File: src/rtl/button_shift_scanner.sv
// Button shift-chain scanner.
//
// Periodically drives a parallel-in/serial-out shift register (active-low
// parallel load, rising-edge shift clock), collects N_BITS button levels,
// debounces every bit on its own and presents a pressed-high button vector
// together with one-cycle press pulses.
//
// Ports:
//   clock       system clock
//   reset       synchronous, active-high
//   enable      1 = periodic scans may start
//   shift_out   serial data from the chain, 0 = button pressed
//   shift_load  active-low parallel load to the chain (registered)
//   shift_clkin shift clock to the chain (registered)
//   buttons     debounced button state, 1 = pressed
//   pressed     one-cycle pulse per bit on a 0->1 change of buttons
//   scan_done   one-cycle pulse when a scan's result is applied
module button_shift_scanner #(
  parameter int unsigned N_BITS         = 16,
  parameter int unsigned CLK_DIV        = 16,
  parameter int unsigned SCAN_INTERVAL  = 50000,
  parameter int unsigned DEBOUNCE_COUNT = 4
) (
  input  logic              clock,
  input  logic              reset,
  input  logic              enable,
  input  logic              shift_out,
  output logic              shift_load,
  output logic              shift_clkin,
  output logic [N_BITS-1:0] buttons,
  output logic [N_BITS-1:0] pressed,
  output logic              scan_done
);

  localparam int unsigned IntW = $clog2(SCAN_INTERVAL);
  localparam int unsigned DivW = (CLK_DIV > 1) ? $clog2(CLK_DIV) : 1;
  localparam int unsigned BitW = $clog2(N_BITS);
  localparam int unsigned CntW = 4;

  typedef enum logic [2:0] {
    StIdle,
    StLoad,
    StLow,
    StHigh,
    StUpdate
  } state_e;

  state_e state_q, state_d;

  logic [IntW-1:0]   icnt_q, icnt_d;
  logic              tick;
  logic [DivW-1:0]   div_q, div_d;
  logic              div_last;
  logic [BitW-1:0]   bit_q, bit_d;
  logic [BitW-1:0]   sample_idx;
  logic [N_BITS-1:0] shreg_q, shreg_d;
  logic [N_BITS-1:0] raw;
  logic [CntW-1:0]   cnt_q [N_BITS];
  logic [CntW-1:0]   cnt_d [N_BITS];
  logic [N_BITS-1:0] buttons_q, buttons_d;
  logic [N_BITS-1:0] pressed_q, pressed_d;
  logic              scan_done_q, scan_done_d;
  logic              shift_load_q, shift_load_d;
  logic              shift_clkin_q, shift_clkin_d;

  // ---------------------------------------------------------------------------
  // Free-running scan interval counter
  // ---------------------------------------------------------------------------
  assign tick = (icnt_q == IntW'(SCAN_INTERVAL - 1));

  always_comb begin
    icnt_d = tick ? '0 : icnt_q + IntW'(1);
  end

  // ---------------------------------------------------------------------------
  // Per-state cycle divider: LOAD, LOW and HIGH each last CLK_DIV cycles and
  // always leave on div_last, so the divider naturally restarts at zero.
  // ---------------------------------------------------------------------------
  assign div_last = (div_q == DivW'(CLK_DIV - 1));

  always_comb begin
    div_d = '0;
    if (state_q == StLoad || state_q == StLow || state_q == StHigh) begin
      div_d = div_last ? '0 : div_q + DivW'(1);
    end
  end

  // ---------------------------------------------------------------------------
  // FSM: state register
  // ---------------------------------------------------------------------------
  always_ff @(posedge clock) begin
    if (reset) begin
      state_q <= StIdle;
    end else begin
      state_q <= state_d;
    end
  end

  // ---------------------------------------------------------------------------
  // FSM: next state. Ticks seen outside IDLE are simply ignored.
  // ---------------------------------------------------------------------------
  always_comb begin
    state_d = state_q;
    bit_d   = bit_q;
    case (state_q)
      StIdle: begin
        if (tick && enable) begin
          state_d = StLoad;
        end
      end
      StLoad: begin
        if (div_last) begin
          state_d = StLow;
          bit_d   = '0;
        end
      end
      StLow: begin
        if (div_last) begin
          state_d = (bit_q == BitW'(N_BITS - 1)) ? StUpdate : StHigh;
        end
      end
      StHigh: begin
        if (div_last) begin
          state_d = StLow;
          bit_d   = bit_q + BitW'(1);
        end
      end
      StUpdate: begin
        state_d = StIdle;
      end
      default: begin
        state_d = StIdle;
      end
    endcase
  end

  // ---------------------------------------------------------------------------
  // FSM: outputs. Decoded from the next state and registered, so the pins
  // change exactly on the clock edge that enters a state and never glitch.
  // ---------------------------------------------------------------------------
  always_comb begin
    shift_load_d  = (state_d != StLoad);
    shift_clkin_d = (state_d == StHigh);
  end

  // ---------------------------------------------------------------------------
  // Serial capture: the first bit out of the chain lands in the MSB.
  // Sampling on the last LOW cycle gives the chain a full half period of
  // settling after the previous shift edge.
  // ---------------------------------------------------------------------------
  assign sample_idx = BitW'(N_BITS - 1) - bit_q;

  always_comb begin
    shreg_d = shreg_q;
    if (state_q == StLow && div_last) begin
      shreg_d[sample_idx] = shift_out;
    end
  end

  // Chain levels are active-low.
  assign raw = ~shreg_q;

  // ---------------------------------------------------------------------------
  // Debounce: a bit flips only after DEBOUNCE_COUNT consecutive scans that
  // disagree with it; any agreeing scan clears its counter.
  // ---------------------------------------------------------------------------
  always_comb begin
    buttons_d = buttons_q;
    for (int i = 0; i < int'(N_BITS); i++) begin
      cnt_d[i] = cnt_q[i];
    end
    if (state_q == StUpdate) begin
      for (int i = 0; i < int'(N_BITS); i++) begin
        if (raw[i] == buttons_q[i]) begin
          cnt_d[i] = '0;
        end else if (cnt_q[i] + CntW'(1) == CntW'(DEBOUNCE_COUNT)) begin
          buttons_d[i] = ~buttons_q[i];
          cnt_d[i]     = '0;
        end else begin
          cnt_d[i] = cnt_q[i] + CntW'(1);
        end
      end
    end
  end

  always_comb begin
    scan_done_d = (state_q == StUpdate);
    pressed_d   = '0;
    if (state_q == StUpdate) begin
      // Rising edges only; releases produce no pulse.
      pressed_d = buttons_d & ~buttons_q;
    end
  end

  // ---------------------------------------------------------------------------
  // Datapath and output registers
  // ---------------------------------------------------------------------------
  always_ff @(posedge clock) begin
    if (reset) begin
      icnt_q        <= '0;
      div_q         <= '0;
      bit_q         <= '0;
      shreg_q       <= '1;
      buttons_q     <= '0;
      pressed_q     <= '0;
      scan_done_q   <= 1'b0;
      shift_load_q  <= 1'b1;
      shift_clkin_q <= 1'b0;
      for (int i = 0; i < int'(N_BITS); i++) begin
        cnt_q[i] <= '0;
      end
    end else begin
      icnt_q        <= icnt_d;
      div_q         <= div_d;
      bit_q         <= bit_d;
      shreg_q       <= shreg_d;
      buttons_q     <= buttons_d;
      pressed_q     <= pressed_d;
      scan_done_q   <= scan_done_d;
      shift_load_q  <= shift_load_d;
      shift_clkin_q <= shift_clkin_d;
      for (int i = 0; i < int'(N_BITS); i++) begin
        cnt_q[i] <= cnt_d[i];
      end
    end
  end

  assign shift_load  = shift_load_q;
  assign shift_clkin = shift_clkin_q;
  assign buttons     = buttons_q;
  assign pressed     = pressed_q;
  assign scan_done   = scan_done_q;

endmodule

File: config.mk
export PLATFORM = sky130hd
export DESIGN_NAME = button_shift_scanner
export DESIGN_NICKNAME = d
export VERILOG_FILES = /design/src/rtl/button_shift_scanner.sv
export SDC_FILE = /design/constraint.sdc
export NUM_CORES = 1
export LEC_CHECK = 0
export ABC_AREA = 1
export ABC_CLOCK_PERIOD_IN_PS = 1420
export CAP_MARGIN = 20
export CELL_PAD_IN_SITES_DETAIL_PLACEMENT = 1
export CELL_PAD_IN_SITES_GLOBAL_PLACEMENT = 1
export CORE_ASPECT_RATIO = 0.5
export CORE_MARGIN = 4
export CORE_UTILIZATION = 40
export DETAILED_ROUTE_END_ITERATION = 12
export PLACE_DENSITY_LB_ADDON = 0.1
export SETUP_SLACK_MARGIN = 0.3
export SLEW_MARGIN = 10
export SYNTH_ARGS = -nofsm -noshare
export SYNTH_HDL_FRONTEND = slang
export SYNTH_SLANG_ARGS = --single-unit
File: constraint.sdc
create_clock -name clock -period 1.42 [get_ports clock]
set_input_delay 0.284 -clock clock [delete_from_list [all_inputs] [get_ports clock]]
set_output_delay 0.284 -clock clock [all_outputs]
set_load 0.005 [all_outputs]
Word level (Yosys, flattened, before mapping)
Memory sizes are Yosys's and may differ from the RTL's.
Index checks and enable logic that the tools add are counted.
{"block": "word_totals", "out_inout_bits": 35, "ram_bits": 64, "input_bits": 4, "n_memories": 1, "register_bits": 78, "word_cells": 221}
{"memory": "cnt_q", "depth": 16, "width": 4, "rd": 16, "rd_ports_with_merged_regs": 0, "write_ports": 16, "line": "58", "rtl": "logic [CntW-1:0] cnt_q [N_BITS];"}
{"block": "op_classes", "reduce_logical": 12, "muxes": 96, "n_eq_ne": 43, "addsub": 20, "bitwise": 37, "order_cmp": 2}
{"cell": "$mux W4", "count": 50}
{"cell": "$add A4 B1 Y4 const B", "count": 18}
{"cell": "$eq A4 B3 Y1 const B", "count": 16}
{"cell": "$mux W64", "count": 1}
{"cell": "$mux W1", "count": 36}
{"cell": "$not A16 Y16", "count": 2}
{"cell": "$not A1 Y1", "count": 18}
{"cell": "$add A16 B1 Y16 const B", "count": 1}
{"cell": "$and A16 B16 Y16", "count": 1}
{"cell": "$bwmux W16", "count": 1}
{"cell": "$eq A1 B1 Y1", "count": 16}
{"cell": "$eq A16 B16 Y1 const B", "count": 1}
{"cell": "$mux W16", "count": 1}
{"cell": "$or A1 B1 Y1", "count": 16}
{"cell": "$mux W3", "count": 4}
{"cell": "$eq A3 B2 Y1 const B", "count": 3}
{"cell": "$pmux W3 S3", "count": 1}
{"cell": "$eq A4 B4 Y1 const B", "count": 2}
{"cell": "$pmux W4 S2", "count": 1}
{"cell": "$reduce_or A2 Y1", "count": 3}
{"cell": "$lt A4 B5 Y1 const B", "count": 1}
{"cell": "$demux W1 S4", "count": 1}
{"cell": "$ge A4 B1 Y1 const B", "count": 1}
{"cell": "$ne A2 B2 Y1 const B", "count": 2}
{"cell": "10 further kinds", "count": 13}

Longest topological paths before layout
Gate-level depths: netlist of the first run.
{"block": "logic_depth", "depth_word": 6, "ltp_mapped": 9, "mapped_depth_nobuf": 9}

Worst setup path after synthesis of the first run
Ideal clock, no wire load.
{"block": "synth_path", "path_kind": "register -> register", "startpoint": "register icnt_q[0]", "endpoint": "register icnt_q[7]", "required_time_ns": 1.305, "t_arrival_ns": 1.247, "path_stages_with_launch": 8, "setup_ns": 0.115, "setup_slack_ns": 0.058, "period_less_slack_ns": 1.362, "path_buffers": 1, "cell_sequence": "dfxtp_1 -> ha_1 -> nand3_2 -> nor2_1 -> nand3_1 -> nand2_2 -> buf_4 -> nor2_1"}
{"block": "synth_between", "elab_chain_cells": 2, "elab_cells_between_ends": 3, "classes_between": "add/sub (1); eq/ne (1); reduce/logical (1)"}
{"element": "from (decl)", "line": "50", "rtl": "logic [IntW-1:0] icnt_q, icnt_d;"}
{"element": "from (signal assigned)", "line": "213", "rtl": "icnt_q <= icnt_d;"}
{"element": "parallel branches: the longest is 2 deep, another holds $add A16 B1 Y16"}
Parallel ways; which one is timed is not known.
A chain may end at the register's enable or synchronous reset.

Worst setup path after layout of the first run
{"block": "layout_path", "startpoint": "register state_q[2]", "endpoint": "register bit_q[0]"}
{"block": "layout_between", "elab_chain_cells": 3, "elab_cells_between_ends": 7, "classes_between": "eq/ne (4); mux (1); reduce/logical (2)"}
{"element": "from (decl)", "line": "48", "rtl": "state_e state_q, state_d;"}
{"element": "from (signal assigned)", "line": "93", "rtl": "state_q <= StIdle;"}
{"element": "from (signal assigned)", "line": "95", "rtl": "state_q <= state_d;"}
{"element": "$eq A3 B2 Y1 / $eq A3 B1 Y1 (equally long branches)", "line": "105", "rtl": "case (state_q)"}
{"element": "$ne A2 B2 Y1 (no source line) / $reduce_bool A2 Y1 (equally long branches)"}
{"element": "$reduce_and A3 Y1 (no source line)"}
{"element": "to (signal assigned)", "line": "215", "rtl": "bit_q <= bit_d;"}
{"element": "to (decl)", "line": "54", "rtl": "logic [BitW-1:0] bit_q, bit_d;"}
Several ways; a longest one is shown, not always the timed one.

==> results of run 1 <==
final timing paths:
check                                                end                startpoint  slack (ns)  cells past startpoint
worst min register to register  cnt_q[1][7]$_SDFFE_PP0P_  cnt_q[1][7]$_SDFFE_PP0P_        0.46                      1
worst max register to register     bit_q[0]$_SDFFE_PP0P_     state_q[2]$_SDFF_PP0_       -0.09                      9
worst min-delay path              buttons[10]$_SDFF_PP0_                     reset        0.34                      3
worst max-delay path               bit_q[0]$_SDFFE_PP0P_     state_q[2]$_SDFF_PP0_       -0.09                      9
cells in the mapped netlist (10+ instances only):
cell,count
sky130_fd_sc_hd__a21oi_1,60
sky130_fd_sc_hd__nor2_1,121
sky130_fd_sc_hd__nor4_1,16
sky130_fd_sc_hd__o21ai_0,30
sky130_fd_sc_hd__inv_1,92
sky130_fd_sc_hd__nand2_1,139
sky130_fd_sc_hd__xnor2_1,12
sky130_fd_sc_hd__nand3_1,88
sky130_fd_sc_hd__nand4_1,25
sky130_fd_sc_hd__clkbuf_1,10
sky130_fd_sc_hd__xor2_1,32
sky130_fd_sc_hd__dfxtp_1,142
sky130_fd_sc_hd__ha_1,31
cells in the final DEF, fill, tap and decap left out, types with 7 or more instances in the layout:
master	count
sky130_fd_sc_hd__a21oi_1	38
sky130_fd_sc_hd__a21oi_2	21
sky130_fd_sc_hd__buf_12	12
sky130_fd_sc_hd__buf_16	10
sky130_fd_sc_hd__buf_2	21
sky130_fd_sc_hd__buf_4	78
sky130_fd_sc_hd__buf_6	32
sky130_fd_sc_hd__clkbuf_16	18
sky130_fd_sc_hd__dfxtp_1	76
sky130_fd_sc_hd__dfxtp_2	43
sky130_fd_sc_hd__dfxtp_4	23
sky130_fd_sc_hd__ha_1	19
sky130_fd_sc_hd__ha_4	8
sky130_fd_sc_hd__inv_1	84
sky130_fd_sc_hd__nand2_1	93
sky130_fd_sc_hd__nand2_2	33
sky130_fd_sc_hd__nand2_4	10
sky130_fd_sc_hd__nand2_8	7
sky130_fd_sc_hd__nand3_1	60
sky130_fd_sc_hd__nand3_2	23
sky130_fd_sc_hd__nand3_4	8
sky130_fd_sc_hd__nand4_1	25
sky130_fd_sc_hd__nor2_1	68
sky130_fd_sc_hd__nor2_2	34
sky130_fd_sc_hd__nor2_4	27
sky130_fd_sc_hd__nor4_4	11
sky130_fd_sc_hd__o21ai_1	8
sky130_fd_sc_hd__o21ai_2	15
sky130_fd_sc_hd__xor2_1	30
power breakdown:
group,switching [mW],internal [mW]
clock network,1.98,2.60
logic,0.131,0.0629
registers,0.0120,3.95
logic make-up after synthesis:
kind of cell / Yosys count / share of synthesized area [%]
flip-flops: 142 / 42.3
AO/OA/AOI/OAI: 99 / 7.66
buffers and inverters: 119 / 7.57
adder cells (fa/ha/maj): 31 / 5.77
XOR/XNOR: 44 / 5.73
AND/OR/NAND/NOR: 430 / 31.0
per-layer routing:
metal	share of wire (%)	track usage [%]
met2	50	43.4
met4	3.7	6.78
met5	0	0
met3	4.7	5.33
met1	42	30.3
worst max-delay path: stages (launching register included):
cell,delay (ns)
sky130_fd_sc_hd__dfxtp_4,0.38
sky130_fd_sc_hd__inv_4,0.12
sky130_fd_sc_hd__buf_4,0.17
sky130_fd_sc_hd__nand2_1,0.08
sky130_fd_sc_hd__inv_2,0.07
sky130_fd_sc_hd__buf_4,0.15
sky130_fd_sc_hd__nand2_8,0.08
sky130_fd_sc_hd__inv_4,0.07
sky130_fd_sc_hd__nor2_1,0.07
sky130_fd_sc_hd__nor3_1,0.22
per-stage QoR:
| step | cell area, sq um | util (%) | setup slack, ns |
|---|---|---|---|
| 2_1_floorplan | 6910 | - | 0.190 |
| 3_3_place_gp | 7680 | 46.7 | 0.0140 |
| 3_5_place_dp | 7680 | 46.7 | -0.0156 |
| 4_1_cts | 9610 | 58.5 | 0.0417 |
| 5_1_grt | 10600 | 64.6 | -0.141 |
| 6_report | 10600 | 64.6 | -0.0853 |
flip-flops by register name, indices dropped and copies added, names as in the netlist:
register,cells
shift_load,1
scan_done,1
icnt_q,16
cnt_q,64
shift_clkin,1
state_q,3
shreg_q,16
bit_q,4
pressed,16
buttons,16
div_q,4
final cells by class:
cell class,instances,area [sq um],share of cell area (%)
sequential,142,2980,28.1
timing repair buffer,159,1660,15.6
clock inverter,12,140,1.32
clock buffer,20,437,4.11
inverter,97,397,3.74
multi-input combinational,606,4720,44.5
tap,227,284,2.67
timing repair:
action / CTS / global route
setup buffers: 56 / 26
endpoints found under the setup margin: 173 / 177
gates resized for setup: 375 / 191
cloned: 12 / 1
pin swaps: 62 / 68
==> report_table.html, run 1 <==
<table>
<tr><th>Metric</th><th>Value</th></tr>
<tr><th colspan="2">Logic synthesis</th></tr>
<tr><td>Area share of the largest cell type after synthesis</td><td>42.3%</td></tr>
<tr><td>FFs w/ async S/R, synth</td><td>0%</td></tr>
<tr><td>Sequential share of the synthesized area</td><td>42.3%</td></tr>
<tr><td>Summed instance area of the synthesized netlist</td><td>6730 sq um</td></tr>
<tr><td>Most common flop cell mapped by yosys</td><td>sky130_fd_sc_hd__dfxtp_1</td></tr>
<tr><td>Count of yosys warnings during synthesis</td><td>0</td></tr>
<tr><td>Mean cell area of the mapped netlist</td><td>7.78 sq um</td></tr>
<tr><td>Number of synthesized flops with an enable pin</td><td>0</td></tr>
<tr><td>Register bit count reported by yosys</td><td>142</td></tr>
<tr><td>Number of cells produced by synthesis</td><td>865</td></tr>
<tr><td>Synth area leader</td><td>sky130_fd_sc_hd__dfxtp_1</td></tr>
<tr><td>Post-synth net total</td><td>900</td></tr>
<tr><td>Count of distinct cell types in the synthesized netlist</td><td>35</td></tr>
<tr><td>Cell types occupying the most area after synthesis</td><td>sky130_fd_sc_hd__dfxtp_1, sky130_fd_sc_hd__nand2_1, sky130_fd_sc_hd__nor2_1, sky130_fd_sc_hd__nand3_1, sky130_fd_sc_hd__ha_1</td></tr>
<tr><th colspan="2">Global routing</th></tr>
<tr><td>Global-route wire length before repair</td><td>36500 um</td></tr>
<tr><td>Remaining global-route overflow</td><td>0</td></tr>
<tr><td>Via count of the first global-routing pass</td><td>6873</td></tr>
<tr><td>Maximum number of pins on one net before global-route repair</td><td>58</td></tr>
<tr><td>Global Route Usage Sum</td><td>24.5%</td></tr>
<tr><td>Number of antenna violations at the first check in global routing</td><td>0</td></tr>
<tr><th colspan="2">Placed design</th></tr>
<tr><td>Count of input and output buffers</td><td>38</td></tr>
<tr><td>Cell total after placement</td><td>1136</td></tr>
<tr><td>Routability congestion estimate</td><td>0.774</td></tr>
<tr><td>Post-DP HPWL</td><td>12200 um</td></tr>
<tr><th colspan="2">Timing</th></tr>
<tr><td>Final-report max-slew violation count</td><td>0</td></tr>
<tr><td>RSZ-0062 raised after global routing</td><td>yes</td></tr>
<tr><td>Worst max-slew margin expressed relative to the limit</td><td>72.0%</td></tr>
<tr><td>Worst clock skew on the final layout</td><td>0.0147 ns</td></tr>
<tr><td>Final-layout worst hold slack</td><td>0.341 ns</td></tr>
<tr><td>Least-Margin Pin Slew</td><td>0.419 ns</td></tr>
<tr><td>Post-route minimum period</td><td>1.51 ns</td></tr>
<tr><td>Fin worst setup slack</td><td>-0.0853 ns</td></tr>
<tr><td>Share of the clock period used by the worst path</td><td>106%</td></tr>
<tr><td>Maximum clock rate</td><td>0.664 GHz</td></tr>
<tr><td>Hold Vio Cnt, Final</td><td>0</td></tr>
<tr><td>Final setup TNS</td><td>-0.448 ns</td></tr>
<tr><td>Setup violation total in the final timing report</td><td>25</td></tr>
<tr><th colspan="2">Min path</th></tr>
<tr><td>Hold Path Class</td><td>in2reg</td></tr>
<tr><th colspan="2">Setup path</th></tr>
<tr><td>Data arrival time of the critical path</td><td>1.85 ns</td></tr>
<tr><td>Element type at the critical path end</td><td>flop</td></tr>
<tr><td>Startpoint Class</td><td>flop</td></tr>
<tr><td>Maximum fanout encountered on the critical timing path</td><td>6</td></tr>
<tr><td>Worst Setup Path Type</td><td>reg2reg</td></tr>
<tr><td>Required time of the worst setup path</td><td>1.76 ns</td></tr>
<tr><th colspan="2">Routing</th></tr>
<tr><td>TritonRoute pass-1 iters</td><td>4</td></tr>
<tr><td>DRC violations left</td><td>0</td></tr>
<tr><td>Antenna-violating nets left</td><td>0</td></tr>
<tr><td>Count of routing violations after the opening detailed-route iteration</td><td>438</td></tr>
<tr><td>Via count</td><td>6912</td></tr>
<tr><td>Wire per inst</td><td>22.4 um</td></tr>
<tr><td>Vias/cell</td><td>5.47</td></tr>
<tr><td>Total routed wirelength</td><td>28300 um</td></tr>
<tr><th colspan="2">Floorplanning</th></tr>
<tr><td>Width of the die</td><td>191 um</td></tr>
<tr><td>Die Footprint</td><td>19100 sq um</td></tr>
<tr><td>Count of pins on the block boundary</td><td>39</td></tr>
<tr><td>Std-Cell Core Area</td><td>16400 sq um</td></tr>
<tr><td>Count of standard-cell rows</td><td>33</td></tr>
<tr><td>Initial core utilization</td><td>40.9%</td></tr>
<tr><td>Die Y</td><td>99.7 um</td></tr>
<tr><th colspan="2">CTS</th></tr>
<tr><td>H-tree depth reported by CTS</td><td>4</td></tr>
<tr><td>Register clock-pin slew on the reported worst setup and hold paths</td><td>0.07 ns</td></tr>
<tr><td>Insertion delay of the later-clocked pin in the worst-skew pair</td><td>0.44 ns</td></tr>
<tr><td>Clk Tree Root Cell</td><td>sky130_fd_sc_hd__clkbuf_16</td></tr>
<tr><td>Cts-stage hold buffer count</td><td>0</td></tr>
<tr><td>Total CTS buffers</td><td>17</td></tr>
<tr><td>TritonCTS sink count</td><td>142</td></tr>
<tr><td>Clock tree buffer depth</td><td>2</td></tr>
<tr><td>CTS tree</td><td>yes</td></tr>
<tr><th colspan="2">Layout</th></tr>
<tr><td>Inserted Diodes</td><td>0</td></tr>
<tr><td>Area growth syn-to-layout</td><td>57.8%</td></tr>
<tr><td>FILL cells</td><td>1833</td></tr>
<tr><td>Layout cells sized above 1</td><td>48.8%</td></tr>
<tr><td>Final Net Count</td><td>1058</td></tr>
<tr><td>Post-Layout Cell Count</td><td>1263</td></tr>
<tr><th colspan="2">Pwr</th></tr>
<tr><td>Highest ir drop seen on vdd</td><td>873 uV</td></tr>
<tr><td>Static leakage power</td><td>3.86 nW</td></tr>
<tr><td>Power density over cell area</td><td>823 nW/um^2</td></tr>
<tr><td>Power, Total</td><td>8.74 mW</td></tr>
<tr><th colspan="2">Outcome</th></tr>
<tr><td>Outcome</td><td>finished with violations</td></tr>
<tr><td>Violations in the final reports</td><td>setup timing</td></tr>
<tr><th colspan="2">Run</th></tr>
<tr><td>Max-Cap Viols</td><td>0</td></tr>
</table>
(Power assumes the default switching activity.)
==> run 2, diff against run 1 <==
--- a/config.mk
+++ b/config.mk
@@ -13,6 +13,7 @@
 export CORE_ASPECT_RATIO = 0.5
 export CORE_MARGIN = 4
 export CORE_UTILIZATION = 40
+export CTS_CLUSTER_DIAMETER = 40
 export DETAILED_ROUTE_END_ITERATION = 12
 export PLACE_DENSITY_LB_ADDON = 0.1
 export SETUP_SLACK_MARGIN = 0.3
==> results of run 2 <==
Final layout, timing and power as in run 1 (identical DEF).
==> run 3, diff against run 2 <==
--- a/config.mk
+++ b/config.mk
@@ -6,18 +6,18 @@
 export NUM_CORES = 1
 export LEC_CHECK = 0
 export ABC_AREA = 1
-export ABC_CLOCK_PERIOD_IN_PS = 1420
+export ABC_CLOCK_PERIOD_IN_PS = 1500
 export CAP_MARGIN = 20
 export CELL_PAD_IN_SITES_DETAIL_PLACEMENT = 1
 export CELL_PAD_IN_SITES_GLOBAL_PLACEMENT = 1
 export CORE_ASPECT_RATIO = 0.5
 export CORE_MARGIN = 4
-export CORE_UTILIZATION = 40
+export CORE_UTILIZATION = 44
 export CTS_CLUSTER_DIAMETER = 40
 export DETAILED_ROUTE_END_ITERATION = 12
+export GPL_TIMING_DRIVEN = 0
 export PLACE_DENSITY_LB_ADDON = 0.1
 export SETUP_SLACK_MARGIN = 0.3
-export SLEW_MARGIN = 10
 export SYNTH_ARGS = -nofsm -noshare
 export SYNTH_HDL_FRONTEND = slang
 export SYNTH_SLANG_ARGS = --single-unit
==> constraint.sdc (replaced) <==
create_clock -name clock -period 1.5 [get_ports clock]
set_input_delay 0.3 -clock clock [delete_from_list [all_inputs] [get_ports clock]]
set_output_delay 0.3 -clock clock [all_outputs]
set_load 0.005 [all_outputs]
==> report_table.html, run 3 <==
<table>
<tr><th>Metric</th><th>Value</th></tr>
<tr><th colspan="2">Outcome</th></tr>
<tr><td>Outcome</td><td>did not finish (was finished with violations)</td></tr>
<tr><td>Stop stage</td><td>5_1_grt</td></tr>
<tr><td>Error that stopped the run</td><td>[ERROR DPL-0033] detailed placement checks failed during check placement.</td></tr>
<tr><th colspan="2">Floorplanning</th></tr>
<tr><td>Count of pins on the block boundary</td><td>39 (unchanged)</td></tr>
<tr><td>Count of standard-cell rows</td><td>31 (was 33)</td></tr>
<tr><td>Initial core utilization</td><td>45.8% (was 40.9%)</td></tr>
<tr><td>Width of the die</td><td>183 um (was 191 um)</td></tr>
<tr><td>Die Y</td><td>95.4 um (was 99.7 um)</td></tr>
<tr><th colspan="2">Logic synthesis</th></tr>
<tr><td>Synth area leader</td><td>sky130_fd_sc_hd__dfxtp_1 (unchanged)</td></tr>
<tr><td>Cell types occupying the most area after synthesis</td><td>sky130_fd_sc_hd__dfxtp_1, sky130_fd_sc_hd__nand2_1, sky130_fd_sc_hd__nor2_1, sky130_fd_sc_hd__nand3_1, sky130_fd_sc_hd__ha_1 (unchanged)</td></tr>
<tr><td>Count of yosys warnings during synthesis</td><td>0 (unchanged)</td></tr>
<tr><td>Most common library cells after synthesis</td><td>sky130_fd_sc_hd__dfxtp_1, sky130_fd_sc_hd__nand2_1, sky130_fd_sc_hd__nor2_1 (unchanged)</td></tr>
<tr><td>Most common flop cell mapped by yosys</td><td>sky130_fd_sc_hd__dfxtp_1 (unchanged)</td></tr>
<tr><td>Post-synth net total</td><td>900 (unchanged)</td></tr>
<tr><td>Summed instance area of the synthesized netlist</td><td>6730 sq um (unchanged)</td></tr>
<tr><td>Register bit count reported by yosys</td><td>142 (unchanged)</td></tr>
<tr><td>Most numerous cell in the Yosys netlist</td><td>sky130_fd_sc_hd__dfxtp_1 (unchanged)</td></tr>
<tr><td>Area share of the largest cell type after synthesis</td><td>42.3% (unchanged)</td></tr>
<tr><td>Sequential share of the synthesized area</td><td>42.3% (unchanged)</td></tr>
<tr><td>Number of cells produced by synthesis</td><td>865 (unchanged)</td></tr>
<tr><td>Mean cell area of the mapped netlist</td><td>7.78 sq um (unchanged)</td></tr>
<tr><td>Count of distinct cell types in the synthesized netlist</td><td>35 (unchanged)</td></tr>
<tr><td>Number of synthesized flops with an enable pin</td><td>0 (unchanged)</td></tr>
<tr><td>FFs w/ async S/R, synth</td><td>0% (unchanged)</td></tr>
<tr><th colspan="2">CTS</th></tr>
<tr><td>TritonCTS sink count</td><td>142 (unchanged)</td></tr>
<tr><td>Clock tree buffer depth</td><td>2 (unchanged)</td></tr>
<tr><td>H-tree depth reported by CTS</td><td>4 (unchanged)</td></tr>
<tr><td>Clk Tree Root Cell</td><td>sky130_fd_sc_hd__clkbuf_16 (unchanged)</td></tr>
<tr><td>Total CTS buffers</td><td>17 (unchanged)</td></tr>
<tr><th colspan="2">Timing</th></tr>
<tr><td>Kind of endpoint with the least setup slack</td><td>register input</td></tr>
<tr><td>GRT repair_timing worst endpoint</td><td>cnt_q[1][6]$_SDFFE_PP0P_/D</td></tr>
<tr><th colspan="2">Placed design</th></tr>
<tr><td>Count of input and output buffers</td><td>38 (unchanged)</td></tr>
<tr><td>Routability congestion estimate</td><td>0.825 (was 0.774)</td></tr>
<tr><td>Post-DP HPWL</td><td>12900 um (was 12200 um)</td></tr>
<tr><th colspan="2">Global routing</th></tr>
<tr><td>Maximum number of pins on one net before global-route repair</td><td>17</td></tr>
<tr><td>Number of antenna violations at the first check in global routing</td><td>1</td></tr>
</table>
run 3: cell counts after synthesis:
Identical to the previous run, type by type.
run 3: through the flow:
stage | cell area, sq um | worst slack [ns] | instances | TNS, ns | hold WS [ns]
CTS | 8800 | 0.0550 | 1177 | 0 | 0.459
detailed placement | 7430 | -0.818 | 1101 | -57.84 | 0.444
global placement | 7430 | -0.772 | 1101 | -56.13 | 0.431
floorplan | 6810 | 0.268 | 865 | 0 | 0.420
run 3: kinds of logic after synthesis:
family	share of synthesized area, %
buf+inv	7.57
xor+xnor	5.73
fa+ha+maj	5.77
compound gates	7.66
flops	42.3
simple gates	31.0
run 3: timing repair:
action | CTS
gates resized for setup | 298
gates cloned | 3
endpoints found under the setup margin | 177
hold buffers | 0
pin swaps | 18
buffers inserted | 41
==> run 4, diff against run 3 <==
==> config.mk (replaced) <==
export PLATFORM = sky130hd
export DESIGN_NAME = button_shift_scanner
export DESIGN_NICKNAME = d
export VERILOG_FILES = /design/src/rtl/button_shift_scanner.sv
export SDC_FILE = /design/constraint.sdc
export NUM_CORES = 1
export LEC_CHECK = 0
export ABC_AREA = 1
export ABC_CLOCK_PERIOD_IN_PS = 1500
export CAP_MARGIN = 20
export CORE_MARGIN = 4
export CORE_UTILIZATION = 30
export DETAILED_ROUTE_END_ITERATION = 12
export GPL_TIMING_DRIVEN = 0
export PLACE_DENSITY_LB_ADDON = 0.15
export SYNTH_ARGS = -nofsm -noshare
export SYNTH_HDL_FRONTEND = slang
export SYNTH_SLANG_ARGS = --single-unit
==> report_table.html, run 4 (same netlist as run 1, synthesis figures left out) <==
<table>
<tr><th>Metric</th><th>Value</th></tr>
<tr><th colspan="2">Outcome</th></tr>
<tr><td>Outcome</td><td>complete, no violations (was did not finish)</td></tr>
<tr><th colspan="2">Timing</th></tr>
<tr><td>RSZ-0062 raised after global routing</td><td>yes</td></tr>
<tr><td>Setup violation total in the final timing report</td><td>0</td></tr>
<tr><td>Hold Vio Cnt, Final</td><td>0</td></tr>
<tr><td>Final-layout worst hold slack</td><td>0.442 ns</td></tr>
<tr><td>Share of the clock period used by the worst path</td><td>97.7%</td></tr>
<tr><td>Final-report max-slew violation count</td><td>0</td></tr>
<tr><td>Maximum clock rate</td><td>0.683 GHz</td></tr>
<tr><td>Post-route minimum period</td><td>1.47 ns</td></tr>
<tr><td>Worst max-slew margin expressed relative to the limit</td><td>56.9%</td></tr>
<tr><td>Worst clock skew on the final layout</td><td>0.00918 ns</td></tr>
<tr><td>Least-Margin Pin Slew</td><td>0.646 ns</td></tr>
<tr><th colspan="2">Pwr</th></tr>
<tr><td>Net Sw Power</td><td>1.75 mW</td></tr>
<tr><td>Cell internal pwr</td><td>6.33 mW</td></tr>
<tr><td>Combinational Power Share</td><td>1.7%</td></tr>
<tr><td>Proportion of power drawn by the clock network</td><td>51.6%</td></tr>
<tr><td>Power density over cell area</td><td>970 nW/um^2</td></tr>
<tr><td>Highest ir drop seen on vdd</td><td>614 uV</td></tr>
<tr><td>Static leakage power</td><td>3.24 nW</td></tr>
<tr><td>Relative contribution of sequential cells to total power</td><td>46.7%</td></tr>
<tr><td>Switching portion of total power</td><td>21.7%</td></tr>
<tr><th colspan="2">Layout</th></tr>
<tr><td>FILL cells</td><td>2274</td></tr>
<tr><td>Finished Core Util</td><td>38.0%</td></tr>
<tr><td>Reg with most FFs</td><td>cnt_q</td></tr>
<tr><td>Top library cells by usage in the layout, fill and taps aside</td><td>sky130_fd_sc_hd__nand2_1, sky130_fd_sc_hd__dfxtp_1, sky130_fd_sc_hd__nor2_1</td></tr>
<tr><td>Most common library cell in the layout ignoring fill and taps</td><td>sky130_fd_sc_hd__nand2_1</td></tr>
<tr><td>Final Net Count</td><td>969</td></tr>
<tr><td>Largest register FFs</td><td>64</td></tr>
<tr><td>Layout cells sized above 1</td><td>14.4%</td></tr>
<tr><td>Inserted Diodes</td><td>0</td></tr>
<tr><td>Area growth syn-to-layout</td><td>23.9%</td></tr>
<tr><th colspan="2">Routing</th></tr>
<tr><td>TritonRoute pass-1 iters</td><td>6</td></tr>
<tr><td>Antenna-violating nets left</td><td>0</td></tr>
<tr><td>Total routed wirelength</td><td>16900 um</td></tr>
<tr><td>Count of routing violations after the opening detailed-route iteration</td><td>190</td></tr>
<tr><td>DRC violations left</td><td>0</td></tr>
<tr><td>Wire per inst</td><td>13.8 um</td></tr>
<tr><td>Via count</td><td>5655</td></tr>
<tr><td>Vias/cell</td><td>4.61</td></tr>
<tr><th colspan="2">CTS</th></tr>
<tr><td>TritonCTS sink count</td><td>142 (unchanged)</td></tr>
<tr><td>H-tree depth reported by CTS</td><td>4 (unchanged)</td></tr>
<tr><td>CTS tree</td><td>yes</td></tr>
<tr><td>Clock tree buffer depth</td><td>2 (unchanged)</td></tr>
<tr><td>Register clock-pin slew on the reported worst setup and hold paths</td><td>0.06 ns</td></tr>
<tr><td>Clk Tree Root Cell</td><td>sky130_fd_sc_hd__clkbuf_16 (unchanged)</td></tr>
<tr><td>Insertion delay of the later-clocked pin in the worst-skew pair</td><td>0.42 ns</td></tr>
<tr><td>Total CTS buffers</td><td>17 (unchanged)</td></tr>
<tr><td>Cts-stage hold buffer count</td><td>0 (unchanged)</td></tr>
<tr><th colspan="2">Global routing</th></tr>
<tr><td>GR peak layer</td><td>met2</td></tr>
<tr><td>Global-route wire length before repair</td><td>27400 um</td></tr>
<tr><td>Maximum number of pins on one net before global-route repair</td><td>17</td></tr>
<tr><td>GRT met3 Usage</td><td>3.03%</td></tr>
<tr><td>Global Route Usage Sum</td><td>14.0%</td></tr>
<tr><td>Remaining global-route overflow</td><td>0</td></tr>
<tr><td>Number of antenna violations at the first check in global routing</td><td>0</td></tr>
<tr><td>Global routing met2 resource utilization</td><td>22.1%</td></tr>
<tr><td>Global routing met1 resource utilization</td><td>19.1%</td></tr>
<tr><td>Via count of the first global-routing pass</td><td>5382</td></tr>
<tr><th colspan="2">Run</th></tr>
<tr><td>Max-Cap Viols</td><td>0</td></tr>
<tr><th colspan="2">Floorplanning</th></tr>
<tr><td>Count of pins on the block boundary</td><td>39 (unchanged)</td></tr>
<tr><td>Die Y</td><td>158 um (was 95.4 um)</td></tr>
<tr><td>Width of the die</td><td>158 um (was 183 um)</td></tr>
<tr><td>Std-Cell Core Area</td><td>22000 sq um</td></tr>
<tr><td>Initial core utilization</td><td>30.6% (was 45.8%)</td></tr>
<tr><td>Die Footprint</td><td>24900 sq um</td></tr>
<tr><td>Count of standard-cell rows</td><td>54 (was 31)</td></tr>
<tr><th colspan="2">Setup path</th></tr>
<tr><td>Element type at the critical path end</td><td>flop</td></tr>
<tr><td>Register-to-register path setup slack</td><td>0.04 ns</td></tr>
<tr><td>Worst Setup Path Type</td><td>in2reg</td></tr>
<tr><td>Worst reg2reg path depth</td><td>8</td></tr>
<tr><td>CP Cell Sequence</td><td>clkdlybuf4s50_1, clkbuf_2, buf_2, nor2_1</td></tr>
<tr><td>Startpoint of the worst register-to-register path</td><td>state_q[1]$_SDFF_PP0_</td></tr>
<tr><td>Maximum fanout encountered on the critical timing path</td><td>10</td></tr>
<tr><td>Data arrival time of the critical path</td><td>1.76 ns</td></tr>
<tr><td>CP max-delay cell</td><td>sky130_fd_sc_hd__clkdlybuf4s50_1</td></tr>
<tr><td>Startpoint Class</td><td>primary input</td></tr>
<tr><td>Required time of the worst setup path</td><td>1.80 ns</td></tr>
<tr><td>FF-to-FF End</td><td>buttons[13]$_SDFF_PP0_</td></tr>
<tr><td>Longest individual stage delay on the worst path</td><td>0.62 ns</td></tr>
<tr><th colspan="2">Min path</th></tr>
<tr><td>Critical hold path startpoint</td><td>div_q[0]$_SDFF_PP0_</td></tr>
<tr><td>Worst hold endpoint</td><td>div_q[0]$_SDFF_PP0_</td></tr>
<tr><td>Hold Path Class</td><td>reg2reg</td></tr>
<tr><td>Hold depth</td><td>1</td></tr>
<tr><th colspan="2">Placed design</th></tr>
<tr><td>Post-DP HPWL</td><td>11500 um (was 12900 um)</td></tr>
<tr><td>Routability congestion estimate</td><td>0.791 (was 0.825)</td></tr>
<tr><td>Count of input and output buffers</td><td>38 (unchanged)</td></tr>
</table>
==> run 4: how the worst max path moves through the flow <==
stage	start	slack [ns]	to
6_report	reset	0.03	buttons[3]$_SDFF_PP0_
4_1_cts	state_q[0]$_SDFF_PP0_	-0.004	buttons[5]$_SDFF_PP0_
5_1_grt	state_q[1]$_SDFF_PP0_	-0.04	buttons[13]$_SDFF_PP0_
3_5_place_dp	reset	-0.90	buttons[5]$_SDFF_PP0_
2_1_floorplan	icnt_q[0]$_SDFF_PP0_	0.14	icnt_q[7]$_SDFF_PP0_
3_3_place_gp	reset	-0.92	buttons[10]$_SDFF_PP0_
==> run 4: layout make-up <==
class	count	area [sq um]	share of cell area, %
multi-input cells	604	3500	42.0
flip-flops and latches	142	2890	34.7
repair buffers	50	462	5.54
clock buffers	21	460	5.52
inverters	97	375	4.50
well taps	280	350	4.20
plain buffers	22	181	2.18
clock inverters	10	113	1.35
==> run 4: stage by stage <==
stage | worst slack [ns] | total power, mW | setup TNS [ns] | area [sq um] | std cells
floorplan | 0.138 | 3.94 | 0 | 6730 | 865
global placement | -0.924 | 4.00 | -65.49 | 7460 | 1183
detailed placement | -0.899 | 3.99 | -60.67 | 7460 | 1183
CTS | -0.00400 | 8.19 | -0.00400 | 8130 | 1219
global route | -0.0354 | 8.37 | -0.107 | 8340 | 1226
finish | 0.0348 | 8.08 | 0 | 8340 | 1226
==> run 4: critical path: cells and delay by family <==
kind	cells	cell delay (ns)
buf+inv	3	1.37
simple gates	1	0.09
==> run 4: layer usage <==
metal / up-vias / routed length (um) / share of wire (%)
li1: 2976 / - / -
met1: 2596 / 8720 / 52
met2: 60 / 7540 / 45
met3: 23 / 405 / 2.4
met4: 0 / 213 / 1.3
met5: - / 0 / 0
==> run 4: power by group through the flow <==
stage	Clock (mW)	Combinational [mW]	Sequential, mW
finish	4.17	0.136	3.78
global route	4.44	0.152	3.77
CTS	4.29	0.131	3.77
detailed placement	0	0.126	3.87
global placement	0	0.128	3.87
floorplan	0	0.0734	3.87
==> run 4: repair_timing <==
item	in CTS	in global routing
resized for setup	76	43
buffers inserted	5	5
pin swaps	2	12
setup endpoints to repair	118	95
gates cloned	0	2
